`src/rtl/uart_frame_ctrl_if.sv`:
```
// Purpose : byte-stream and frame-event bundle between the UART receiver side and uart_frame_ctrl.
// Latency : none, wires only.
// Backpressure: none; rx_en is a one-cycle strobe and every output is a strobe or a held value.
// Ports   : rx_data/rx_en (byte in); sample_data/sample_valid/sample_idx (sample stream out);
//           frame_cmd/frame_len/frame_start/frame_done/frame_ok (frame status out);
//           err_timeout/err_len (abort strobes out); busy (frame in progress).
interface uart_frame_ctrl_if;
   logic [7:0]  rx_data;
   logic        rx_en;
   logic [15:0] sample_data;
   logic        sample_valid;
   logic [7:0]  sample_idx;
   logic [7:0]  frame_cmd;
   logic [7:0]  frame_len;
   logic        frame_start;
   logic        frame_done;
   logic        frame_ok;
   logic        err_timeout;
   logic        err_len;
   logic        busy;

   // Byte source side: drives the byte stream, observes frame results.
   modport master (
      output rx_data, rx_en,
      input  sample_data, sample_valid, sample_idx, frame_cmd, frame_len,
             frame_start, frame_done, frame_ok, err_timeout, err_len, busy
   );

   // Frame controller side: consumes bytes, produces frame results.
   modport slave (
      input  rx_data, rx_en,
      output sample_data, sample_valid, sample_idx, frame_cmd, frame_len,
             frame_start, frame_done, frame_ok, err_timeout, err_len, busy
   );
endinterface

```
`src/rtl/uart_frame_ctrl.sv`:
```
// Purpose : frame sequencer behind the UART byte receiver: sync hunt, CMD/LEN capture, 16-bit sample stream, checksum and inter-byte timeout.
// Latency : every strobe is registered, asserting exactly one cycle after the rx_en that causes it.
// Backpressure: none; each rx_en is consumed as one byte, downstream must accept every strobe.
// Ports   : clk, rst (sync, active high); bus = uart_frame_ctrl_if.slave carrying the byte input
//           and the sample/frame/error outputs.
module uart_frame_ctrl #(
   parameter logic [7:0]  SYNC0          = 8'h55,
   parameter logic [7:0]  SYNC1          = 8'hAA,
   parameter int unsigned MAX_LEN        = 200,
   parameter int unsigned TIMEOUT_CYCLES = 50_000
) (
   input  logic             clk,
   input  logic             rst,
   uart_frame_ctrl_if.slave bus
);

   localparam int            TW        = $clog2(TIMEOUT_CYCLES + 1);
   // Terminal count: the idle cycle that would bring the counter to TIMEOUT_CYCLES.
   localparam logic [TW-1:0] TMO_LAST  = TW'(TIMEOUT_CYCLES - 1);
   localparam logic [7:0]    MAX_LEN_B = 8'(MAX_LEN);

   typedef enum logic [2:0] {
      S_SYNC0, S_SYNC1, S_CMD, S_LEN, S_HI, S_LO, S_CSUM
   } state_t;

   state_t        state_q, state_d;
   logic [7:0]    cmd_q, cmd_d;
   logic [7:0]    hi_q, hi_d;
   logic [7:0]    sum_q, sum_d;
   logic [7:0]    cnt_q, cnt_d;
   logic [TW-1:0] tmo_q, tmo_d;
   logic [15:0]   sample_data_q, sample_data_d;
   logic [7:0]    sample_idx_q, sample_idx_d;
   logic [7:0]    frame_cmd_q, frame_cmd_d;
   logic [7:0]    frame_len_q, frame_len_d;
   logic          sample_valid_q, sample_valid_d;
   logic          frame_start_q, frame_start_d;
   logic          frame_done_q, frame_done_d;
   logic          frame_ok_q, frame_ok_d;
   logic          err_timeout_q, err_timeout_d;
   logic          err_len_q, err_len_d;

   always_ff @(posedge clk) begin
      if (rst) begin
         state_q        <= S_SYNC0;
         cmd_q          <= '0;
         hi_q           <= '0;
         sum_q          <= '0;
         cnt_q          <= '0;
         tmo_q          <= '0;
         sample_data_q  <= '0;
         sample_idx_q   <= '0;
         frame_cmd_q    <= '0;
         frame_len_q    <= '0;
         sample_valid_q <= 1'b0;
         frame_start_q  <= 1'b0;
         frame_done_q   <= 1'b0;
         frame_ok_q     <= 1'b0;
         err_timeout_q  <= 1'b0;
         err_len_q      <= 1'b0;
      end else begin
         state_q        <= state_d;
         cmd_q          <= cmd_d;
         hi_q           <= hi_d;
         sum_q          <= sum_d;
         cnt_q          <= cnt_d;
         tmo_q          <= tmo_d;
         sample_data_q  <= sample_data_d;
         sample_idx_q   <= sample_idx_d;
         frame_cmd_q    <= frame_cmd_d;
         frame_len_q    <= frame_len_d;
         sample_valid_q <= sample_valid_d;
         frame_start_q  <= frame_start_d;
         frame_done_q   <= frame_done_d;
         frame_ok_q     <= frame_ok_d;
         err_timeout_q  <= err_timeout_d;
         err_len_q      <= err_len_d;
      end
   end

   always_comb begin
      state_d        = state_q;
      cmd_d          = cmd_q;
      hi_d           = hi_q;
      sum_d          = sum_q;
      cnt_d          = cnt_q;
      tmo_d          = '0;          // cleared on every byte and while hunting
      sample_data_d  = sample_data_q;
      sample_idx_d   = sample_idx_q;
      frame_cmd_d    = frame_cmd_q;
      frame_len_d    = frame_len_q;
      frame_ok_d     = frame_ok_q;
      sample_valid_d = 1'b0;
      frame_start_d  = 1'b0;
      frame_done_d   = 1'b0;
      err_timeout_d  = 1'b0;
      err_len_d      = 1'b0;

      if (bus.rx_en) begin
         // A byte arriving on the terminal-count cycle takes priority over the timeout.
         case (state_q)
            S_SYNC0: if (bus.rx_data == SYNC0) state_d = S_SYNC1;
            S_SYNC1: begin
               if (bus.rx_data == SYNC1)      state_d = S_CMD;
               else if (bus.rx_data != SYNC0) state_d = S_SYNC0;
            end
            S_CMD: begin
               cmd_d   = bus.rx_data;
               sum_d   = bus.rx_data;
               state_d = S_LEN;
            end
            S_LEN: begin
               if (bus.rx_data == 8'd0 || bus.rx_data > MAX_LEN_B) begin
                  err_len_d = 1'b1;
                  state_d   = S_SYNC0;
               end else begin
                  frame_cmd_d   = cmd_q;
                  frame_len_d   = bus.rx_data;
                  frame_start_d = 1'b1;
                  sum_d         = sum_q + bus.rx_data;
                  cnt_d         = 8'd0;
                  state_d       = S_HI;
               end
            end
            S_HI: begin
               hi_d    = bus.rx_data;
               sum_d   = sum_q + bus.rx_data;
               state_d = S_LO;
            end
            S_LO: begin
               sample_data_d  = {hi_q, bus.rx_data};
               sample_idx_d   = cnt_q;
               sample_valid_d = 1'b1;
               sum_d          = sum_q + bus.rx_data;
               if (cnt_q == frame_len_q - 8'd1) begin
                  state_d = S_CSUM;
               end else begin
                  cnt_d   = cnt_q + 8'd1;
                  state_d = S_HI;
               end
            end
            S_CSUM: begin
               frame_done_d = 1'b1;
               frame_ok_d   = (bus.rx_data == sum_q);
               state_d      = S_SYNC0;
            end
            default: state_d = S_SYNC0;
         endcase
      end else if (state_q != S_SYNC0) begin
         if (tmo_q == TMO_LAST) begin
            err_timeout_d = 1'b1;
            state_d       = S_SYNC0;
         end else begin
            tmo_d = tmo_q + TW'(1);
         end
      end
   end

   assign bus.sample_data  = sample_data_q;
   assign bus.sample_valid = sample_valid_q;
   assign bus.sample_idx   = sample_idx_q;
   assign bus.frame_cmd    = frame_cmd_q;
   assign bus.frame_len    = frame_len_q;
   assign bus.frame_start  = frame_start_q;
   assign bus.frame_done   = frame_done_q;
   assign bus.frame_ok     = frame_ok_q;
   assign bus.err_timeout  = err_timeout_q;
   assign bus.err_len      = err_len_q;
   assign bus.busy         = (state_q != S_SYNC0);

endmodule

```
`src/flat_wrapper.sv`:
```
// flat-port wrapper written by rule: the top's interface ports become plain ports
module uart_frame_ctrl_flat 
#(
   parameter logic [7:0]  SYNC0          = 8'h55,
   parameter logic [7:0]  SYNC1          = 8'hAA,
   parameter int unsigned MAX_LEN        = 200,
   parameter int unsigned TIMEOUT_CYCLES = 50_000
)
  (clk, rst, bus_rx_data, bus_rx_en, bus_sample_data, bus_sample_valid, bus_sample_idx, bus_frame_cmd, bus_frame_len, bus_frame_start, bus_frame_done, bus_frame_ok, bus_err_timeout, bus_err_len, bus_busy);
  uart_frame_ctrl_if bus_i ();
  input  logic clk;
  input  logic rst;
  input wire logic [$bits(bus_i.rx_data)-1:0] bus_rx_data;
  input wire logic [$bits(bus_i.rx_en)-1:0] bus_rx_en;
  output wire logic [$bits(bus_i.sample_data)-1:0] bus_sample_data;
  output wire logic [$bits(bus_i.sample_valid)-1:0] bus_sample_valid;
  output wire logic [$bits(bus_i.sample_idx)-1:0] bus_sample_idx;
  output wire logic [$bits(bus_i.frame_cmd)-1:0] bus_frame_cmd;
  output wire logic [$bits(bus_i.frame_len)-1:0] bus_frame_len;
  output wire logic [$bits(bus_i.frame_start)-1:0] bus_frame_start;
  output wire logic [$bits(bus_i.frame_done)-1:0] bus_frame_done;
  output wire logic [$bits(bus_i.frame_ok)-1:0] bus_frame_ok;
  output wire logic [$bits(bus_i.err_timeout)-1:0] bus_err_timeout;
  output wire logic [$bits(bus_i.err_len)-1:0] bus_err_len;
  output wire logic [$bits(bus_i.busy)-1:0] bus_busy;
  assign bus_i.rx_data = bus_rx_data;
  assign bus_i.rx_en = bus_rx_en;
  assign bus_sample_data = bus_i.sample_data;
  assign bus_sample_valid = bus_i.sample_valid;
  assign bus_sample_idx = bus_i.sample_idx;
  assign bus_frame_cmd = bus_i.frame_cmd;
  assign bus_frame_len = bus_i.frame_len;
  assign bus_frame_start = bus_i.frame_start;
  assign bus_frame_done = bus_i.frame_done;
  assign bus_frame_ok = bus_i.frame_ok;
  assign bus_err_timeout = bus_i.err_timeout;
  assign bus_err_len = bus_i.err_len;
  assign bus_busy = bus_i.busy;
  uart_frame_ctrl #(.SYNC0(SYNC0), .SYNC1(SYNC1), .MAX_LEN(MAX_LEN), .TIMEOUT_CYCLES(TIMEOUT_CYCLES)) u_core (.clk(clk), .rst(rst), .bus(bus_i));
endmodule
```
`config.mk`:
```
export PLATFORM = sky130hd
export DESIGN_NAME = uart_frame_ctrl_flat
export DESIGN_NICKNAME = d
export VERILOG_FILES = /design/src/rtl/uart_frame_ctrl_if.sv /design/src/rtl/uart_frame_ctrl.sv /design/src/flat_wrapper.sv
export SDC_FILE = /design/constraint.sdc
export NUM_CORES = 1
export LEC_CHECK = 0
export ABC_AREA = 1
export CORE_ASPECT_RATIO = 0.75
export CORE_MARGIN = 2
export CORE_UTILIZATION = 60
export DETAILED_ROUTE_END_ITERATION = 8
export PLACE_DENSITY = 0.91
export SYNTH_ARGS = -nofsm -noshare
export SYNTH_HDL_FRONTEND = slang
export SYNTH_SLANG_ARGS = --single-unit
export TNS_END_PERCENT = 5
```
`constraint.sdc`:
```
create_clock -name clk -period 4.64 [get_ports clk]
set_input_delay 0.928 -clock clk [delete_from_list [all_inputs] [get_ports clk]]
set_output_delay 0.928 -clock clk [all_outputs]
set_load 0.01 [all_outputs]
```
==> results.yml <==
outcome:
  outcome: "completed"
die:
  io_pins: 58
  coreArea_um2: 7360
  initial_utilization: 0.624
  die_h_um: 79.8
  dieArea_um2: 8380
  core.rowCount: 27
  fp.dieW_um: 105
global_route:
  grt_max_degree: 43
  grt_pass1_wl_um: 19600
  grt_util_all_layers: 0.295
  grt_overflow: 0
  grt_pass1_vias: 4135
  grt_antenna_before_repair: 0
worst_hold_path:
  worstHoldStart: "u_core.bus.frame_cmd[2]"
  hold_class: "flop to flop"
critical_path:
  crit_fanout: 24
  crit_path_end_kind: "flop"
  critPathArrivalTime_ns: 3.26
  r2r-start: "u_core.state_q[1]"
  crit_required_ns: 4.92
  startpoint: "bus_rx_data[5]"
  criticalPathCategory: "input pin to flop"
  start_kind: "input pin"
layout:
  fin_nets: 706
  syn_to_final_growth_pct: 18.1
  antennaDiodeCount: 0
  final_core_util: 0.736
  drive_gt1_frac: 0.0493
  fin_cells: 790
timing:
  finalSetupTns_ns: 0
  drv_slew: 0
  post-route-period-util: 0.644
  hold_viol: 0
  skew_ns: 0.0158
  fin_hold_ws_ns: 0.457
  maxSlewHeadroom: 0.399
  rsz0062_at_grt: "no"
  worstMarginPinSlew_ns: 0.898
  fmax_mhz: 335
  fin_crit_ns: 2.99
  finalSetupViolCount: 0
  finalWorstSetupSlack_ns: 1.65
synthesis:
  yosys.cell_count.top_type: "nand2_1"
  ys_ff_latch: 97
  avgSynthCellArea_um2: 7.19
  syn_area_um2: 4590
  synth_seq_area_share: 0.423
  netlist-cell-type-count: 38
  yosysTopAreaCell: "dfxtp_1"
  synth-main-ff-cell: "dfxtp_1"
  syn_inst: 639
  synth-edff-count: 0
  async_reset_ff_frac: 0
  synth_top_area_frac: 0.423
  yosysWarnings: 0
  synth_area_leaders: "dfxtp_1 42%, nand2_1 9.6%, a21oi_1 9.5%"
  synth_commonest_cells: "118 x nand2_1, 97 x dfxtp_1, 87 x a21oi_1"
  synthesis.nets: 661
power_and_ir_drop:
  p_int_uw: 1120
  clock_power_share: 0.397
  ir_worst_vdd_v: 0.000230
  comb_power_share: 0.050
  power_density_nw_per_um2: 278
  power_frac_seq: 0.553
  swShare: 0.257
  power_leakage_uw: 0.00208
  p_sw_uw: 387
clock_tree:
  numCtsBuffers: 9
  clock_latency_ns: 0.38
  cts_setup_buffers: 0
  cts_buffer_depth: 2
  cts_resized: 0
  clock-sinks: 97
  path_clk_slew_ns: 0.10
  root_buffer: "clkbuf_8"
  postCtsHoldBufs: 0
  clock_tree.htree_level_count: 3
  cts_tree: "yes"
run:
  drv_cap: 0
route:
  ant_nets: 0
  via_per_inst: 5.71
  wirelength_um: 12000
  drt_iter0_markers: 308
  drt_pass1_iterations: 5
  vias: 4512
  drcViolationCount: 0
  wl_per_cell_um: 15.2
placed_design:
  dp_hpwl_um: 8350
  gp_congestion: 0.887
  dp_cells: 774
  portBuffers: 57
  place_ws_ns: 1.31
==> cell usage in the layout (no fill, tap or decap), drive strengths merged, types with 2 or more instances in the layout <==
cell type	n
o21ai	50
clkdlybuf4s50	57
buf	4
dfxtp	97
o21a	2
nor4	5
nand2	122
xor2	6
xnor2	7
ha	10
nand4	7
clkbuf	9
nand3	58
nor3	19
clkinv	3
nor2	51
inv	77
a31oi	5
nand3b	2
o211ai	2
a21oi	88
==> worst max-delay path: stages <==
cell             delay, ns
clkdlybuf4s50_1       0.59
nor2_1                0.28
nand2_1               0.08
nand3_1               0.07
nand2_1               0.07
nand2_1               0.08
nand3_1               0.52
buf_4                 0.40
o21ai_0               0.18
a21oi_1               0.06
==> state kept, by name, summed over array words and instances (netlist names), 3 cells and up <==
signal	flops
u_core.bus.frame_cmd	8
u_core.bus.frame_len	8
u_core.bus.sample_data	16
u_core.bus.sample_idx	8
u_core.cmd_q	8
u_core.cnt_q	8
u_core.hi_q	8
u_core.state_q	3
u_core.sum_q	8
u_core.tmo_q	16
==> final timing paths <==
path                             end  slack [ns]  depth (start not counted)
max reg2reg  u_core.bus.frame_cmd[0]        2.42                          8
min          u_core.bus.frame_cmd[2]        0.46                          2
min reg2reg  u_core.bus.frame_cmd[2]        0.46                          2
max          u_core.bus.frame_cmd[0]        1.65                         10
==> kinds of logic (layout without fill, tap and decap cells) <==
family / Yosys count / after routing / synth area share
AND/OR/NAND/NOR: 266 / 266 / 0.261
flip-flops: 97 / 97 / 0.423
XOR/XNOR: 13 / 13 / 0.0248
adder cells (fa/ha/maj): 11 / 11 / 0.0316
buffers and inverters: 101 / 151 / 0.0856
AO/OA/AOI/OAI: 151 / 151 / 0.174
==> routing by layer <==
layer | global-route usage | up-vias | part of all wire
met5 | 0 | - | 0
li1 | - | 2205 | -
met4 | 0.107 | 0 | 0.025
met2 | 0.461 | 228 | 0.44
met3 | 0.0743 | 35 | 0.090
met1 | 0.398 | 2044 | 0.45
==> per-stage QoR <==
stage | area (um2) | total power (uW)
detailed placement | 5200 | 927
global route | 5420 | 1550
CTS | 5420 | 1500
global placement | 5200 | 925
finish | 5420 | 1510
floorplan | 4590 | 897
==> power groups by stage <==
stage / sequential, uW / clock (uW) / combinational (uW)
after detailed placement: 854 / 0 / 72.7
after global placement: 854 / 0 / 70.9
after global routing: 835 / 630 / 81.8
after floorplan: 853 / 0 / 43.2
after CTS: 835 / 596 / 73.5
final: 835 / 598 / 75.3
==> layout make-up <==
class | instances | area (um2)
Tap cell | 101 | 126
Inverter | 74 | 278
Clock buffer | 9 | 124
Timing Repair Buffer | 61 | 601
Sequential cell | 97 | 1940
Clock inverter | 7 | 95.1
Fill cell | 572 | 1940
Multi-Input combinational cell | 441 | 2260
No activity file was read; power rests on OpenSTA's default activity.
